[src/rtl/riscv_defs.sv]
// Shared RV32 definitions for the writeback slice: datapath width, WB source codes, load funct3 codes.
// No logic, so no latency.
// No handshake; constants only.
package riscv_defs;

  localparam int XLEN = 32;

  localparam logic [1:0] WB_SEL_ALU = 2'b00;
  localparam logic [1:0] WB_SEL_MEM = 2'b01;
  localparam logic [1:0] WB_SEL_PC4 = 2'b10;

  localparam logic [2:0] FUNCT3_LB  = 3'b000;
  localparam logic [2:0] FUNCT3_LH  = 3'b001;
  localparam logic [2:0] FUNCT3_LW  = 3'b010;
  localparam logic [2:0] FUNCT3_LBU = 3'b100;
  localparam logic [2:0] FUNCT3_LHU = 3'b101;

endpackage

[src/rtl/load_align.sv]
// Extracts and extends the addressed byte/halfword lane of a 32-bit memory read word.
// Purely combinational, zero cycles.
// No handshake; follows its inputs.
module load_align
  import riscv_defs::*;
(
  input  logic [31:0] rdata,
  input  logic [1:0]  off,
  input  logic [2:0]  funct3,
  output logic [31:0] data
);

  logic [7:0]  byte_lane;
  logic [15:0] half_lane;

  // Lane select; a misaligned halfword simply uses off[1] and ignores off[0].
  always_comb begin
    byte_lane = 8'(rdata >> {off, 3'b000});
    half_lane = off[1] ? rdata[31:16] : rdata[15:0];
    case (funct3)
      FUNCT3_LB:  data = {{24{byte_lane[7]}}, byte_lane};
      FUNCT3_LBU: data = {24'd0, byte_lane};
      FUNCT3_LH:  data = {{16{half_lane[15]}}, half_lane};
      FUNCT3_LHU: data = {16'd0, half_lane};
      default:    data = rdata;
    endcase
  end

endmodule

[src/rtl/regfile_writeback.sv]
// MEM/WB register plus writeback: selects source, drives RegFile write port, bypass hits, retire counter.
// Instruction captured at edge N drives rf_we during cycle N; RegFile commits at edge N+1.
// stall holds the WB register; a stalled instruction writes once and is retired at its release edge.
module regfile_writeback
  import riscv_defs::*;
#(
  parameter int XLEN  = 32,
  parameter int CNT_W = 32
) (
  input  logic             clk,
  input  logic             rst_n,
  input  logic             stall,
  input  logic             flush,
  input  logic             in_valid,
  input  logic             in_reg_write,
  input  logic [4:0]       in_rd,
  input  logic [1:0]       in_wb_sel,
  input  logic [2:0]       in_funct3,
  input  logic [XLEN-1:0]  in_alu_result,
  input  logic [XLEN-1:0]  in_pc_plus4,
  input  logic [XLEN-1:0]  mem_rdata,
  input  logic [4:0]       ex_ra1,
  input  logic [4:0]       ex_ra2,
  output logic             rf_we,
  output logic [4:0]       rf_wa,
  output logic [XLEN-1:0]  rf_wd,
  output logic             fwd1_hit,
  output logic             fwd2_hit,
  output logic             wb_is_load,
  output logic [CNT_W-1:0] instret
);

  logic            wb_valid;
  logic            wb_reg_write;
  logic [4:0]      wb_rd;
  logic [1:0]      wb_sel;
  logic [2:0]      wb_funct3;
  logic [XLEN-1:0] wb_alu_result;
  logic [XLEN-1:0] wb_pc_plus4;
  logic            done;
  logic            wr_cond;
  logic [31:0]     load_data;

  load_align u_load_align (
    .rdata  (mem_rdata[31:0]),
    .off    (wb_alu_result[1:0]),
    .funct3 (wb_funct3),
    .data   (load_data)
  );

  // WB register, write-once flag and retire counter; stall has priority over flush.
  // done only suppresses repeat writes; retirement is counted once, at the first non-stalled edge.
  always_ff @(posedge clk or negedge rst_n) begin
    if (!rst_n) begin
      wb_valid      <= 1'b0;
      wb_reg_write  <= 1'b0;
      wb_rd         <= 5'd0;
      wb_sel        <= WB_SEL_ALU;
      wb_funct3     <= 3'd0;
      wb_alu_result <= '0;
      wb_pc_plus4   <= '0;
      done          <= 1'b0;
      instret       <= '0;
    end else begin
      if (stall) begin
        if (wr_cond) done <= 1'b1;
      end else begin
        wb_valid      <= in_valid & ~flush;
        wb_reg_write  <= in_reg_write;
        wb_rd         <= in_rd;
        wb_sel        <= in_wb_sel;
        wb_funct3     <= in_funct3;
        wb_alu_result <= in_alu_result;
        wb_pc_plus4   <= in_pc_plus4;
        done          <= 1'b0;
      end
      if (wb_valid && !stall) instret <= instret + 1'b1;
    end
  end

  // Write port, source mux (reserved code falls back to ALU), bypass compares.
  always_comb begin
    wr_cond = wb_valid & wb_reg_write & (wb_rd != 5'd0) & ~done;
    rf_we   = wr_cond;
    rf_wa   = wb_rd;
    case (wb_sel)
      WB_SEL_MEM: rf_wd = XLEN'(load_data);
      WB_SEL_PC4: rf_wd = wb_pc_plus4;
      default:    rf_wd = wb_alu_result;
    endcase
    fwd1_hit   = wr_cond & (ex_ra1 == wb_rd);
    fwd2_hit   = wr_cond & (ex_ra2 == wb_rd);
    wb_is_load = wb_valid & (wb_sel == WB_SEL_MEM);
  end

endmodule

[config.mk]
export PLATFORM = sky130hd
export DESIGN_NAME = regfile_writeback
export DESIGN_NICKNAME = d
export VERILOG_FILES = /design/src/rtl/riscv_defs.sv /design/src/rtl/load_align.sv /design/src/rtl/regfile_writeback.sv
export SDC_FILE = /design/constraint.sdc
export NUM_CORES = 1
export LEC_CHECK = 0
export ABC_AREA = 1
export CAP_MARGIN = 25
export CORE_MARGIN = 4
export CORE_UTILIZATION = 47
export DETAILED_ROUTE_END_ITERATION = 16
export HOLD_SLACK_MARGIN = 0.05
export PLACE_DENSITY = 0.81
export SYNTH_ARGS = -nofsm -noshare
export SYNTH_HDL_FRONTEND = slang
export SYNTH_SLANG_ARGS = --single-unit
[constraint.sdc]
create_clock -name clk -period 2.19 [get_ports clk]
set_clock_uncertainty 0.15 [all_clocks]
set_input_delay 0.3285 -clock clk [delete_from_list [all_inputs] [get_ports clk]]
set_output_delay 0.3285 -clock clk [all_outputs]
set_load 0.01 [all_outputs]
==> results by group <==
Clock tree
  – CTS root buffer: clkbuf_16
  – Num CTS Buffers: 9
  – Clk Latency, worst-skew pair: 0.36 ns
  – Clk pin slew, worst setup/hold paths: 0.08 ns
  – TritonCTS Sinks: 109
  – Max clock buf depth: 2
  – H-tree Lvls: 3
  – CTS tree: yes

Global routing
  – Global-route wire length before repair: 33600 µm
  – Vias in the first global route: 6653
  – Largest net degree at the start of global routing: 84
  – GRT overflow: 0
  – Total GRT Usage: 0.2845
  – Initial antenna violation count: 2

Floorplan
  – # IOs: 195
  – Die Y: 123.5 µm
  – Cell Rows: 41
  – Die footprint: 15250 µm²
  – Die W: 123.5 µm
  – Starting density of the core: 0.4888
  – Core area: 12820 µm²

Worst setup path
  – R2R depth: 8
  – Startpoint types: input port
  – Crit path required time: 1.71 ns
  – Critical Path AT: 1.96 ns
  – Crit path max fanout: 7
  – Worst Setup End Kind: output pin
  – Worst setup startpoint: mem_rdata[15]
  – CP max stage cell: clkdlybuf4s50_1
  – CP Class: in -> out
  – Delay of the slowest cell on the worst path: 0.48 ns
  – Reg-to-Reg Start: instret[1]
  – Critical-path cell list: clkdlybuf4s50_1 -> inv_1 -> nand2_1 -> nand3_2 -> nand2_2 -> nand2_4 -> nand2_4 -> clkbuf_16 -> nand2_1 -> a21oi_1 -> buf_2

Timing
  – Final Hold Vio Count: 0
  – PnR worst setup slack: -0.2529 ns
  – Hold WS: 0.2578 ns
  – Final TNS setup: -5.591 ns
  – Max-slew violations: 0
  – Worst-Margin Slew: 0.7607 ns
  – F_max: 0.4094 GHz
  – Part of the cycle the worst path needs: 1.115
  – Max-slew headroom: 0.4928
  – Unrepaired setup endpoints after global routing: true
  – Min Tclk post-route: 2.443 ns
  – Final Setup Violations: 32

Pwr
  – LEAKAGE: 4.545 nW
  – Pint: 4.079 mW
  – Clock power share: 0.282
  – Seq pwr share: 0.379
  – Switching Power: 2.098 mW
  – Logic pwr share: 0.339
  – PwrDens: 641.8 nW/µm²
  – Maximum vdd drop: 0.4591 mV
  – Sw Share: 0.3397

Logic synthesis
  – Mux cell area share after synthesis: 0
  – Seq cells post-synth: 109
  – Synth area leader: dfrtp_1
  – Synth Area per Inst: 6.904 µm²
  – Post-synthesis xor/xnor area fraction: 0.03912
  – Post-Synth Simple-Gate Area: 0.3770
  – Post-synthesis instance total: 908
  – Synth top area cells: dfrtp_1 44%, nand2_1 24%, nor2_1 6.8%
  – Synth cell types: 30
  – Synth Warn #: 0
  – Syn_nets: 1033
  – Post-Synth Adder-Cell Area: 0.005988
  – Compound-Gate Fraction of Synth Area: 0.08024
  – Post-Syn Area: 6269 µm²
  – Main combinational cell family by area after synthesis: simple AND/OR/NAND/NOR gates
  – Share of the synthesized area in the top cell type: 0.4351
  – Sequential area share after synthesis: 0.4351

Outcome
  – Failing checks: setup timing
  – Run status: finished, violations left

Routing
  – DRT Pass-1 Iters: 6
  – DRC: 0
  – Wire per inst: 17.78 µm
  – Post-Route WL: 23650 µm
  – Vias per inst: 5.405
  – Via count: 7188
  – DRT iter0 DRCs: 838
  – Antenna Nets Post-Route: 0

Layout
  – # fillers: 948
  – Share of cells above drive strength 1: 0.2232
  – Synthesis-to-finish area growth: 53.55%
  – Design area: 9625 µm²
  – FF/Latch Area: 2735 µm²
  – Multi-input gate area: 3563 µm²
  – Layout Nets: 1276

Place
  – Routability congestion estimate: 0.9726
  – Port bufs: 194
  – Final HPWL DP: 15460 µm
  – Placed Area: 8682 µm²

Job
  – MaxCap Viol Count: 0

Min path
  – Worst Hold Class: in -> async
-- power by group through the flow --
stage	clock network (mW)	logic [mW]	registers (mW)
after detailed placement	0	1.79	2.36
after global routing	1.85	2.23	2.36
after floorplan	0	0.799	2.35
final	1.74	2.10	2.34
after CTS	1.77	1.82	2.33
after global placement	0	1.78	2.36
-- cell type report --
| class | instances | share of cell area |
|---|---|---|
| timing repair buffer | 272 | 0.2700 |
| tap | 172 | 0.02236 |
| antenna | 2 | 0.0005200 |
| sequential | 109 | 0.2842 |
| clock inverter | 7 | 0.009359 |
| multi-input combinational | 710 | 0.3702 |
| clock buffer | 9 | 0.02340 |
| inverter | 49 | 0.02002 |
-- critical path: cells and delay by family --
family                 cells  cell delay (ns)
buffers and inverters      4             0.87
and+or+nand+nor            6             0.63
AOI/OAI and AO/OA          1             0.13
-- per-stage QoR --
stage	cells	worst slack, ns	utilization	power [mW]
after floorplan	908	0.2712	-	3.149
after global placement	1285	-0.4108	0.6770	4.137
after detailed placement	1285	-0.4527	0.6770	4.153
after CTS	1317	-0.1195	0.7186	5.917
after global routing	1330	-0.3484	0.7505	6.447
final	1330	-0.2529	0.7505	6.178
-- cell families after synthesis --
group,count (synthesis)
xor+xnor,28
compound gates,99
flops,109
simple gates,580
fa+ha+maj,3
buf+inv,89
-- sequential cells by signal, indices dropped and copies added (netlist names) --
name and count:
done 1, instret 32, rf_wa 5, wb_alu_result 32, wb_funct3 3, wb_pc_plus4 32, wb_reg_write 1, wb_sel 2
wb_valid 1
-- path summary, 6_finish.rpt --
check                                    end  slack (ns)
min                         wb_alu_result[0]        0.26
max reg2reg                      instret[24]        0.45
max                                rf_wd[29]       -0.25
min in group clk           wb_alu_result[20]        0.33
max in group asynchronous        instret[16]        0.95
min reg2reg                wb_alu_result[20]        0.33
-- metal layers --
metal  part of all wire  vias up  GRT usage  routed length, µm
li1                   -     3322          -                  -
met1               0.37     3339     0.3528               8783
met2               0.48      420     0.4750              11340
met3               0.10      107    0.08143               2433
met4              0.046        0     0.1003               1086
met5                  0        -          0                  0
-- cells in the mapped netlist --
| cell | n |
|---|---|
| nand2_1 | 401 |
| clkinv_2 | 1 |
| o21ai_0 | 15 |
| nand4_1 | 9 |
| buf_2 | 12 |
| inv_1 | 44 |
| nor3_1 | 8 |
| nand3_2 | 2 |
| nor3_4 | 1 |
| buf_6 | 5 |
| clkbuf_1 | 20 |
| xor2_1 | 12 |
| nand2_4 | 3 |
| dfrtp_1 | 109 |
| inv_2 | 4 |
| nor3_2 | 1 |
| nand3b_1 | 5 |
| nor2_1 | 114 |
| o21ai_1 | 1 |
| a21oi_1 | 77 |
| nand2_2 | 3 |
| nor2_4 | 4 |
| xnor2_1 | 16 |
| nand3_1 | 23 |
| o22ai_1 | 6 |
| buf_1 | 2 |
| ha_1 | 3 |
| buf_4 | 1 |
| nor2_2 | 5 |
| nor4_1 | 1 |
-- timing repair --
item / 4_1_cts / 5_1_grt
pin swaps: 12 / 33
setup buffers: 14 / 10
endpoints found under the setup margin: 36 / 35
cloned: 1 / 3
endpoints found under the hold margin: 20 / 0
gates resized for setup: 207 / 89
hold buffers: 1 / 0
-- cells in the final DEF, fill, tap and decap left out, types with 2 or more instances in the layout --
| master | count |
|---|---|
| a21oi_2 | 34 |
| inv_2 | 6 |
| buf_2 | 32 |
| nand2_4 | 11 |
| buf_8 | 3 |
| nor2_4 | 10 |
| xor2_1 | 12 |
| buf_12 | 8 |
| clkdlybuf4s15_1 | 2 |
| dfrtp_2 | 6 |
| inv_6 | 3 |
| clkdlybuf4s50_1 | 156 |
| buf_4 | 53 |
| clkinv_4 | 2 |
| clkbuf_16 | 12 |
| o22ai_1 | 6 |
| nand4_1 | 9 |
| nand3_2 | 6 |
| dfrtp_1 | 103 |
| nand2_1 | 370 |
| xnor2_1 | 16 |
| a21oi_4 | 3 |
| ha_4 | 2 |
| nor3_1 | 7 |
| inv_4 | 3 |
| nand3b_1 | 5 |
| nand2_2 | 26 |
| buf_6 | 11 |
| diode_2 | 2 |
| nand3_1 | 19 |
| nor2_2 | 15 |
| inv_1 | 39 |
| nor2_1 | 98 |
| o21ai_1 | 5 |
| nor3_2 | 2 |
| o21ai_0 | 7 |
| a21oi_1 | 40 |
| o21ai_2 | 4 |
Note: power is estimated with default switching activity, not from simulation.
